## config.mk

```make
export PLATFORM = sky130hd
export DESIGN_NAME = seg_scan_driver
export DESIGN_NICKNAME = d
export VERILOG_FILES = /design/src/rtl/seg_pkg.sv /design/src/rtl/hex_seg_decode.sv /design/src/rtl/seg_scan_driver.sv
export SDC_FILE = /design/constraint.sdc
export NUM_CORES = 1
export LEC_CHECK = 0
export BUFFER_PORTS_ARGS = -buffer_cell sky130_fd_sc_hd__buf_2
export CAP_MARGIN = 10
export CORE_ASPECT_RATIO = 0.8
export CORE_MARGIN = 3
export CORE_UTILIZATION = 41
export CTS_BUF_LIST = sky130_fd_sc_hd__clkbuf_8 sky130_fd_sc_hd__clkbuf_16
export DETAILED_ROUTE_END_ITERATION = 10
export SYNTH_ARGS = -nofsm -noshare
export SYNTH_HDL_FRONTEND = slang
export SYNTH_SLANG_ARGS = --single-unit
export TNS_END_PERCENT = 100
```

## constraint.sdc

```tcl
create_clock -name clk -period 3.3 [get_ports clk]
set_input_delay 0.495 -clock clk [delete_from_list [all_inputs] [get_ports clk]]
set_output_delay 0.495 -clock clk [all_outputs]
set_load 0.01 [all_outputs]
```

## src/rtl/seg_pkg.sv

```systemverilog
// Shared seven-segment constants: the hex glyph encodings (active-high,
// bit 6 = a .. bit 0 = g), the all-off pattern and the segment bit indices.
package seg_pkg;

  localparam logic [6:0] SEG_0 = 7'h7E;
  localparam logic [6:0] SEG_1 = 7'h30;
  localparam logic [6:0] SEG_2 = 7'h6D;
  localparam logic [6:0] SEG_3 = 7'h79;
  localparam logic [6:0] SEG_4 = 7'h33;
  localparam logic [6:0] SEG_5 = 7'h5B;
  localparam logic [6:0] SEG_6 = 7'h5F;
  localparam logic [6:0] SEG_7 = 7'h70;
  localparam logic [6:0] SEG_8 = 7'h7F;
  localparam logic [6:0] SEG_9 = 7'h7B;
  localparam logic [6:0] SEG_A = 7'h77;
  localparam logic [6:0] SEG_B = 7'h1F;
  localparam logic [6:0] SEG_C = 7'h4E;
  localparam logic [6:0] SEG_D = 7'h3D;
  localparam logic [6:0] SEG_E = 7'h4F;
  localparam logic [6:0] SEG_F = 7'h47;

  localparam logic [6:0] SEG_OFF = 7'h00;

  // Bit positions of the individual segments inside a 7-bit pattern
  localparam int SEG_IDX_A = 6;
  localparam int SEG_IDX_B = 5;
  localparam int SEG_IDX_C = 4;
  localparam int SEG_IDX_D = 3;
  localparam int SEG_IDX_E = 2;
  localparam int SEG_IDX_F = 1;
  localparam int SEG_IDX_G = 0;

endpackage

```

## src/rtl/hex_seg_decode.sv

```systemverilog
// Combinational hex nibble to seven-segment decoder (active-high, abcdefg).
module hex_seg_decode
  import seg_pkg::*;
(
  input  logic [3:0] nibble,
  output logic [6:0] seg
);

  // Map each nibble value to its glyph
  always_comb begin
    seg = SEG_OFF;
    case (nibble)
      4'h0: seg = SEG_0;
      4'h1: seg = SEG_1;
      4'h2: seg = SEG_2;
      4'h3: seg = SEG_3;
      4'h4: seg = SEG_4;
      4'h5: seg = SEG_5;
      4'h6: seg = SEG_6;
      4'h7: seg = SEG_7;
      4'h8: seg = SEG_8;
      4'h9: seg = SEG_9;
      4'hA: seg = SEG_A;
      4'hB: seg = SEG_B;
      4'hC: seg = SEG_C;
      4'hD: seg = SEG_D;
      4'hE: seg = SEG_E;
      4'hF: seg = SEG_F;
      default: seg = SEG_OFF;
    endcase
  end

endmodule

```

## src/rtl/seg_scan_driver.sv

```systemverilog
// Time-multiplexed seven-segment scan driver. A shadow copy of the packed
// hex value, decimal points and blank mask is captured on load; one digit is
// lit per CLK_DIV-cycle slot, with the first BLANK_CYCLES of every slot dark
// to avoid ghosting. All outputs are registered; polarity is applied last.
// Optional feature macro: LEADING_ZERO_BLANK_EN (suppress leading zeros).
module seg_scan_driver
  import seg_pkg::*;
#(
  parameter int NUM_DIGITS     = 4,
  parameter int CLK_DIV        = 50000,
  parameter int BLANK_CYCLES   = 2,
  parameter int SEG_ACTIVE_LOW = 0,
  parameter int DIG_ACTIVE_LOW = 1
) (
  input  logic                    clk,
  input  logic                    rst_n,
  input  logic [4*NUM_DIGITS-1:0] value,
  input  logic [NUM_DIGITS-1:0]   dp,
  input  logic [NUM_DIGITS-1:0]   blank,
  input  logic                    load,
  output logic [6:0]              seg,
  output logic                    dp_out,
  output logic [NUM_DIGITS-1:0]   an
);

  localparam int IDX_W = (NUM_DIGITS > 1) ? $clog2(NUM_DIGITS) : 1;
  localparam int CNT_W = $clog2(CLK_DIV);

  generate
    if (NUM_DIGITS < 1 || NUM_DIGITS > 8 || CLK_DIV < 2 ||
        BLANK_CYCLES < 0 || BLANK_CYCLES >= CLK_DIV) begin : g_bad_params
      $error("seg_scan_driver: illegal parameter combination");
    end
  endgenerate

  logic [4*NUM_DIGITS-1:0] shadow_value;
  logic [NUM_DIGITS-1:0]   shadow_dp;
  logic [NUM_DIGITS-1:0]   shadow_blank;
  logic [CNT_W-1:0]        div_cnt;
  logic [IDX_W-1:0]        dig_idx;

  logic [NUM_DIGITS-1:0]   suppress;
  logic [3:0]              sel_nibble;
  logic                    sel_dp;
  logic                    sel_blank;
  logic                    sel_suppress;
  logic [6:0]              dec_seg;

  logic [NUM_DIGITS-1:0]   an_p1;
  logic [6:0]              seg_p1;
  logic                    dp_p1;

  // Shadow capture of the display contents
  always_ff @(posedge clk or negedge rst_n) begin
    if (!rst_n) begin
      shadow_value <= '0;
      shadow_dp    <= '0;
      shadow_blank <= '0;
    end else if (load) begin
      shadow_value <= value;
      shadow_dp    <= dp;
      shadow_blank <= blank;
    end
  end

  // Slot timer and digit index; the index advances on the last slot cycle
  always_ff @(posedge clk or negedge rst_n) begin
    if (!rst_n) begin
      div_cnt <= '0;
      dig_idx <= '0;
    end else if (div_cnt == CNT_W'(CLK_DIV - 1)) begin
      div_cnt <= '0;
      dig_idx <= (dig_idx == IDX_W'(NUM_DIGITS - 1)) ? '0 : dig_idx + 1'b1;
    end else begin
      div_cnt <= div_cnt + 1'b1;
    end
  end

`ifdef LEADING_ZERO_BLANK_EN
  // Digit i (i>0) is a leading zero when it and every higher nibble are zero
  always_comb begin
    logic higher_zero;
    higher_zero = 1'b1;
    suppress    = '0;
    for (int i = NUM_DIGITS - 1; i >= 1; i--) begin
      higher_zero = higher_zero & (shadow_value[4*i +: 4] == 4'h0);
      suppress[i] = higher_zero;
    end
  end
`else
  assign suppress = '0;
`endif

  // Select the nibble and per-digit flags of the digit being scanned
  always_comb begin
    sel_nibble   = 4'h0;
    sel_dp       = 1'b0;
    sel_blank    = 1'b0;
    sel_suppress = 1'b0;
    for (int i = 0; i < NUM_DIGITS; i++) begin
      if (dig_idx == IDX_W'(i)) begin
        sel_nibble   = shadow_value[4*i +: 4];
        sel_dp       = shadow_dp[i];
        sel_blank    = shadow_blank[i];
        sel_suppress = suppress[i];
      end
    end
  end

  hex_seg_decode u_decode (
    .nibble (sel_nibble),
    .seg    (dec_seg)
  );

  // ---- stage p1: registered outputs (active-high) ----
  // Dark during the anti-ghost window; forced blank keeps the anode on
  always_ff @(posedge clk or negedge rst_n) begin
    if (!rst_n) begin
      an_p1  <= '0;
      seg_p1 <= SEG_OFF;
      dp_p1  <= 1'b0;
    end else if (div_cnt < CNT_W'(BLANK_CYCLES)) begin
      an_p1  <= '0;
      seg_p1 <= SEG_OFF;
      dp_p1  <= 1'b0;
    end else begin
      an_p1  <= NUM_DIGITS'(1) << dig_idx;
      seg_p1 <= (sel_blank || sel_suppress) ? SEG_OFF : dec_seg;
      dp_p1  <= sel_dp & ~sel_blank;
    end
  end

  assign seg    = (SEG_ACTIVE_LOW != 0) ? ~seg_p1 : seg_p1;
  assign dp_out = (SEG_ACTIVE_LOW != 0) ? ~dp_p1  : dp_p1;
  assign an     = (DIG_ACTIVE_LOW != 0) ? ~an_p1  : an_p1;

endmodule

```

# Yosys cells after proc, flatten, opt, wreduce, memory -nomap -nowiden
# Memory sizes are Yosys's and may differ from the RTL's.
# Index checks and enable logic that the tools add are counted.
[word_totals]
input_bits = 27
mem_bits_ro = 112
regBits = 54
mem_count = 1
[memory_table]
columns = ["name", "depth", "width", "rd", "rd_ports_with_merged_regs", "write_ports", "line_no", "rtl"]
rows = [
  ["(name not given)", 16, 7, 1, 0, 0, "hex_seg_decode.sv:12", "case (nibble)"],
]
[op_classes]
n_addsub = 2
n_eq_ne = 4
mux = 18
reduce_logical = 1
shifts = 1
order_cmp = 1
bitwise_logic = 3
[ops]
columns = ["operator", "n"]
rows = [
  ["$mux W4", 5],
  ["$add A16 B1 Y16 const B", 1],
  ["$eq A16 B16 Y1 const B", 1],
  ["$lt A16 B2 Y1 const B", 1],
  ["$mux W16", 1],
  ["$mux W7", 2],
  ["$mux W1", 9],
  ["$eq A2 B2 Y1 const B", 2],
  ["$not A4 Y4", 1],
  ["$shl A1 B2 Y4 const A", 1],
  ["$add A2 B1 Y2 const B", 1],
  ["$eq A2 B1 Y1 const B", 1],
  ["$logic_not A2 Y1", 1],
  ["$mux W2", 1],
  ["$and A1 B1 Y1", 1],
  ["$not A1 Y1", 1],
]

# Logic depth before layout (Yosys ltp)
# Gate-level depths: netlist of the first run.
[depth]
depth_word = 8
mapped_depth = 11
ltp_nobuf = 10

# Cells and area by module
# From an unflattened synthesis of the first run, not the netlist that was laid out.
[hier_totals]
hier_cells = 228
area_unflattened_um2 = 2660.1
[by_module_without_submodules]
columns = ["module", "instances", "area_per_inst_um2", "cells_per_inst"]
rows = [
  ["seg_scan_driver", 1, 2372.3, 195],
  ["hex_seg_decode", 1, 287.8, 33],
]

# Least setup slack after synthesis of the first run
# Ideal clock, no wire load.
[synth_path]
kind = "reg-to-reg"
start = "register dig_idx[0]"
end = "register seg_p1[5] (netlist: seg[5])"
setup_ns = 0.099
arrival_ns = 2.028
stages_incl_launch_ff = 10
slack_ns = 1.172
cell_sequence = "dfrtp_1 > inv_1 > ha_1 > nor2b_4 > a221o_1 > a22oi_4 > inv_1 > ha_1 > nand2b_1 > a311oi_1"
[synth_between]
elab_chain_len = 8
[synth_rtl]
columns = ["item", "line_no", "rtl"]
rows = [
  ["start, declared", "seg_scan_driver.sv:40", "logic [IDX_W-1:0] dig_idx;"],
  ["start signal, assigned", "seg_scan_driver.sv:73", "dig_idx <= (dig_idx == IDX_W'(NUM_DIGITS - 1)) ? '0 : dig_idx + 1'b1;"],
  ["$logic_not A2 Y1", "seg_scan_driver.sv:101", "if (dig_idx == IDX_W'(i)) begin"],
  ["$mux W4 (4 in series)", "seg_scan_driver.sv:101", ""],
  ["$mem_v2 Z16 W7", "n/a", ""],
  ["$mux W7 *", "seg_scan_driver.sv:128", "seg_p1 <= (sel_blank || sel_suppress) ? SEG_OFF : dec_seg;"],
  ["$mux W7 *", "seg_scan_driver.sv:122", "end else if (div_cnt < CNT_W'(BLANK_CYCLES)) begin"],
  ["end signal, assigned", "seg_scan_driver.sv:128", ""],
  ["end, declared", "seg_scan_driver.sv:50", "logic [6:0] seg_p1;"],
]
# Mark *: on every way between the ends. The rest lies on a longest branch, timed or not.
# A chain may end at the register's enable or synchronous reset.

# Worst setup path after layout of the first run
[layout_path]
start = "register dig_idx[1]"
end = "register seg_p1[5] (netlist: seg[5])"
# Same word-level chain as after synthesis.

==> out/metrics.cfg, run 1 <==
[critical_path]
criticalPathCategory=flip-flop to flip-flop
cp_data_required_time_ns=3.51
cp-end-kind=flip-flop
worst_setup_path_start_kind=flip-flop
arrival_ns=2.79
path_max_fanout=10

[clock_tree]
cts_tree=done
clkSlewWorstSetupHoldPaths_ns=0.10
cts_root_buf=clkbuf_8
cts.sinks=54
clockBufferDepth=2
cts_buffers=5
clk_latency_ns=0.32
hold_buffers=0
htree_levels=2
post_cts_resized=0
postCtsSetupBuffers=0

[routing]
vias_per_cell=5.02
wirelength_um=5020
antenna_left=0
wl_per_cell_um=14.4
initialDrtViolationCount=61
firstDrtPassIters=4
route.detailed.drc=0
vias=1747

[die]
ios=39
die_h_um=78.4
dieArea_um2=7560
dieWidth_um=96.4
start_util_pct=43.8
core_area_um2=6130
rows=25

[synthesis]
synth_edf_count=0
synth-seq-cells=54
async_flop_share_pct=100
synthDistinctLibCells=47
yosysWarnings=0
syn_area_per_cell_um2=11.8
syn-num-nets=266
yosysSeqAreaShare_pct=50.4
ys.flop_type=dfrtp_1
synth_cells=228
netlist_area_um2=2680

[final_layout]
final_common_cell=dfrtp_1
seqCellArea_um2=1350
diodes=0
final_nets=304
n_fill_cell=576
mostFrequentLayoutCells=dfrtp_1 (54), buf_2 (38), mux2_2 (23), nor2_1 (16)
finalNonFillerCells=348
design_area_um2=3050
multi_input_comb_area_um2=1210
synthToLayoutAreaGrowth_pct=13.6
drive_above_1_share_pct=32.6

[sta]
finalSetupViolCount=0
setup_tns_ns=0
fin_crit_sh_pct=78.2
fmaxAchievable_mhz=387
period_minus_slack_ns=2.58
maxSlewHeadroom_pct=46.7
drv_slew=0
holdWs_ns=0.241
skew_ns=0.0145
worst_pin_slew_ns=0.796
hold_violations=0
rsz0062_at_grt=false
fin_ws_ns=0.718

[placement]
io_buffers=38
gp_congestion=0.831
place_area_um2=2930
place_hpwl_um=3770
place_worst_setup_slack_ns=0.747
dpl.cell_count=340

[pwr]
p_leak_nw=1.40
power_density_nw_per_um2=454
max-vdd-ir-drop_v=0.000226

[hold_path]
hp-class=input port to asynchronous set/reset pin

[grt]
antenna_found_initial=0
grt_pass1_vias=1681
grt_overflow=0
grt_max_degree=34
grt_usage_pct=14.6
grt_pass1_wl_um=8550

[status]
status=complete, no violations

[flow_run]
cap_violations=0

-- critical path, stage by stage, from the launching register on --
cell and delay (ns):
dfrtp_1 0.41, inv_1 0.11, ha_1 0.43, nor2b_4 0.09
a221o_1 0.40, a22oi_4 0.24, inv_1 0.12, ha_1 0.32
nand2b_1 0.06, a311oi_1 0.29
-- cell type report --
cell class | count | share of cell area (%)
Sequential cell | 54 | 44.4
Tap cell | 81 | 3.33
Multi-Input combinational cell | 152 | 39.9
Clock inverter | 2 | 1.27
Inverter | 12 | 1.48
Timing Repair Buffer | 41 | 6.98
Clock buffer | 6 | 2.71
-- worst paths after layout --
check / start / cells after the start / slack, ns / endpoint
max reg2reg: dig_idx[1]$_DFFE_PN0N_ / 9 / 0.72 / seg[5]$_DFF_PN0_
min reg2reg: div_cnt[0]$_DFF_PN0_ / 1 / 0.49 / div_cnt[0]$_DFF_PN0_
max in group asynchronous: rst_n / 2 / 2.40 / div_cnt[9]$_DFF_PN0_
min: rst_n / 1 / 0.24 / div_cnt[1]$_DFF_PN0_
max: dig_idx[1]$_DFFE_PN0N_ / 9 / 0.72 / seg[5]$_DFF_PN0_
min in group clk: value[15] / 2 / 0.40 / shadow_value[15]$_DFFE_PN0P_
-- Yosys cell counts, types with 5 or more instances --
| cell type | count | area share (%) |
|---|---|---|
| dfrtp_1 | 54 | 50 |
| mux2_2 | 23 | 9.7 |
| nor2_1 | 16 | 2.2 |
| ha_1 | 11 | 5.1 |
| inv_1 | 11 | 1.5 |
| nand2_1 | 11 | 1.5 |
| nand3_1 | 9 | 1.7 |
| xor2_1 | 9 | 2.9 |
| o21ai_1 | 5 | 0.93 |
| xnor2_1 | 5 | 1.6 |
-- registers in the layout (all words and copies together), names as in the netlist --
signal,cells
an_p1,4
dig_idx,2
div_cnt,16
dp_out,1
seg,7
shadow_blank,4
shadow_dp,4
shadow_value,16
-- cells by family after synthesis --
family / synth area share (%)
buffers and inverters: 4.34
AOI/OAI and AO/OA: 9.84
DFF: 50.4
muxes: 10.0
and+or+nand+nor: 15.7
adders and majority gates: 5.13
xor gates and xnor gates: 4.57
-- layer usage --
layer | share of wire, % | up-vias | GRT usage [%]
li1 | - | 873 | -
met1 | 54 | 835 | 23.7
met2 | 41 | 32 | 19.0
met3 | 4.2 | 7 | 3.45
met4 | 1.2 | 0 | 4.20
met5 | 0 | - | 0
-- power breakdown --
part / internal (W) / total (W) / switching (W)
sequential: 0.000705 / 0.000729 / 0.0000241
clock: 0.000250 / 0.000477 / 0.000227
combinational: 0.0000851 / 0.000177 / 0.0000914
total: 0.00104 / 0.00138 / 0.000342
-- through the flow --
| stage | utilization (%) | total power, W |
|---|---|---|
| final | 49.7 | 0.00138 |
| after floorplan | - | 0.000853 |
| after detailed placement | 47.7 | 0.000922 |
| after CTS | 49.7 | 0.00140 |
| after global routing | 49.7 | 0.00145 |
| after global placement | 47.7 | 0.000919 |
No activity file was read; power rests on OpenSTA's default activity.
==> run 2: changes to the inputs <==
Clock period 3.3 ns to 2.4 ns, I/O delays scaled along.
==> out/metrics.cfg, run 2 (same netlist as run 1, synthesis figures left out) <==
[routing]
initialDrtViolationCount=86
vias=1807
firstDrtPassIters=4
route.detailed.drc=0
wl_per_cell_um=14.3
vias_per_cell=5.10
wirelength_um=5080
antenna_left=0

[final_layout]
final_common_cell=dfrtp_1
diodes=0
finalNonFillerCells=354
final_nets=310
n_fill_cell=591
mostFrequentLayoutCells=dfrtp_1 (54), buf_2 (38), mux2_2 (23), nor2_1 (16)
synthToLayoutAreaGrowth_pct=14.9
drive_above_1_share_pct=34.4

[pwr]
p_int_w=0.00133
power_density_nw_per_um2=583
max-vdd-ir-drop_v=0.000298
power.total_w=0.00180
switching_share_pct=26.1
seqPwrFrac_pct=55.7
power_switching_w=0.000470
p_leak_nw=1.41
clock_power_share_pct=30.5
p_comb_share_pct=13.8

[clock_tree]
cts_buffers=5
cts_root_buf=clkbuf_8
cts.sinks=54
htree_levels=2
clockBufferDepth=2
clkSlewWorstSetupHoldPaths_ns=0.10
cts_tree=done
clk_latency_ns=0.31

[sta]
fmaxAchievable_mhz=448
hold_violations=0
setup_tns_ns=0
drv_slew=0
fin_crit_sh_pct=93.0
skew_ns=0.00752
maxSlewHeadroom_pct=54.8
worst_pin_slew_ns=0.678
period_minus_slack_ns=2.23
finalSetupViolCount=0

[grt]
grt_usage_pct=15.1
grt_max_degree=55
grt_pass1_wl_um=8920
grt_overflow=0
grt_pass1_vias=1810
antenna_found_initial=0

[critical_path]
path_max_fanout=8
max_stage_delay_ns=0.39
worst_setup_path_start_kind=flip-flop
criticalPathCategory=flip-flop to flip-flop
arrival_ns=2.46
cp_data_required_time_ns=2.63
cp-end-kind=flip-flop
crit_slowest_cell=dfrtp_1
path_cells=inv_1, ha_1, or2_0, a221o_1, o221ai_4, inv_1, ha_1, inv_1, o21ai_1, a211oi_2
cpMostUsedCell=inv_1

[placement]
gp_congestion=0.751
io_buffers=38
dpl.cell_count=346
place_hpwl_um=3750

[die]
start_util_pct=43.8
rows=25
dieWidth_um=96.4
dieArea_um2=7560
core_area_um2=6130
ios=39
die_h_um=78.4

[flow_run]
cap_violations=0

[status]
status=complete, no violations

[hold_path]
hp-class=input port to asynchronous set/reset pin

-- run 2: path summary, 6_finish.rpt --
kind | end | start | cells past startpoint | slack, ns
max | seg[1]$_DFF_PN0_ | dig_idx[0]$_DFFE_PN0N_ | 10 | 0.17
min | an_p1[2]$_DFF_PN0_ | rst_n | 2 | 0.17
max reg2reg | seg[1]$_DFF_PN0_ | dig_idx[0]$_DFFE_PN0N_ | 10 | 0.17
min reg2reg | div_cnt[0]$_DFF_PN0_ | div_cnt[0]$_DFF_PN0_ | 1 | 0.50
max in group asynchronous | shadow_blank[2]$_DFFE_PN0P_ | rst_n | 2 | 1.79
min in group clk | shadow_value[9]$_DFFE_PN0P_ | value[9] | 3 | 0.26
-- run 2: what timing repair did --
action | CTS | global route
buffers inserted | 0 | 0
resized for setup | 0 | 2
endpoints found under the setup margin | 0 | 1
hold buffers | 0 | 0
-- run 2: final cells by class --
| type | instances | area (µm²) | share of cell area, % |
|---|---|---|---|
| Sequential cell | 54 | 1350 | 43.8 |
| Multi-Input combinational cell | 152 | 1230 | 39.9 |
| Timing Repair Buffer | 47 | 258 | 8.36 |
| Tap cell | 81 | 101 | 3.29 |
| Clock buffer | 6 | 82.6 | 2.68 |
| Inverter | 12 | 45.0 | 1.46 |
| Clock inverter | 2 | 16.3 | 0.528 |
-- run 2: power groups by stage --
| stage | clock network [W] | registers [W] | logic, W |
|---|---|---|---|
| finish | 0.000548 | 0.00100 | 0.000248 |
| global placement | 0 | 0.00102 | 0.000247 |
| CTS | 0.000569 | 0.00100 | 0.000250 |
| global route | 0.000613 | 0.00101 | 0.000280 |
| detailed placement | 0 | 0.00102 | 0.000249 |
| floorplan | 0 | 0.00102 | 0.000153 |
-- run 2: worst max-delay path: cells and delay by family, from the launching register on --
family | cells | cell delay, ns
AOI/OAI and AO/OA | 4 | 0.72
adders and majority gates | 2 | 0.50
DFF | 1 | 0.39
buffers and inverters | 3 | 0.31
and+or+nand+nor | 1 | 0.25
-- run 2: per-layer routing --
| layer | part of all wire [%] | vias to the layer above | global-route usage [%] |
|---|---|---|---|
| li1 | - | 875 | - |
| met1 | 51 | 872 | 24.2 |
| met2 | 41 | 55 | 19.9 |
| met3 | 6.7 | 5 | 3.74 |
| met4 | 0.87 | 0 | 3.78 |
| met5 | 0 | - | 0 |
-- run 2: through the flow --
stage	utilization [%]	hold WS [ns]	setup slack, ns	instance area [µm²]
after global routing	50.3	0.214	-0.0105	3080
after detailed placement	48.4	0.489	0.163	2970
after global placement	48.4	0.476	0.222	2970
after floorplan	-	0.0644	0.272	2680
after CTS	50.1	0.195	0.134	3070
final	50.3	0.170	0.169	3080
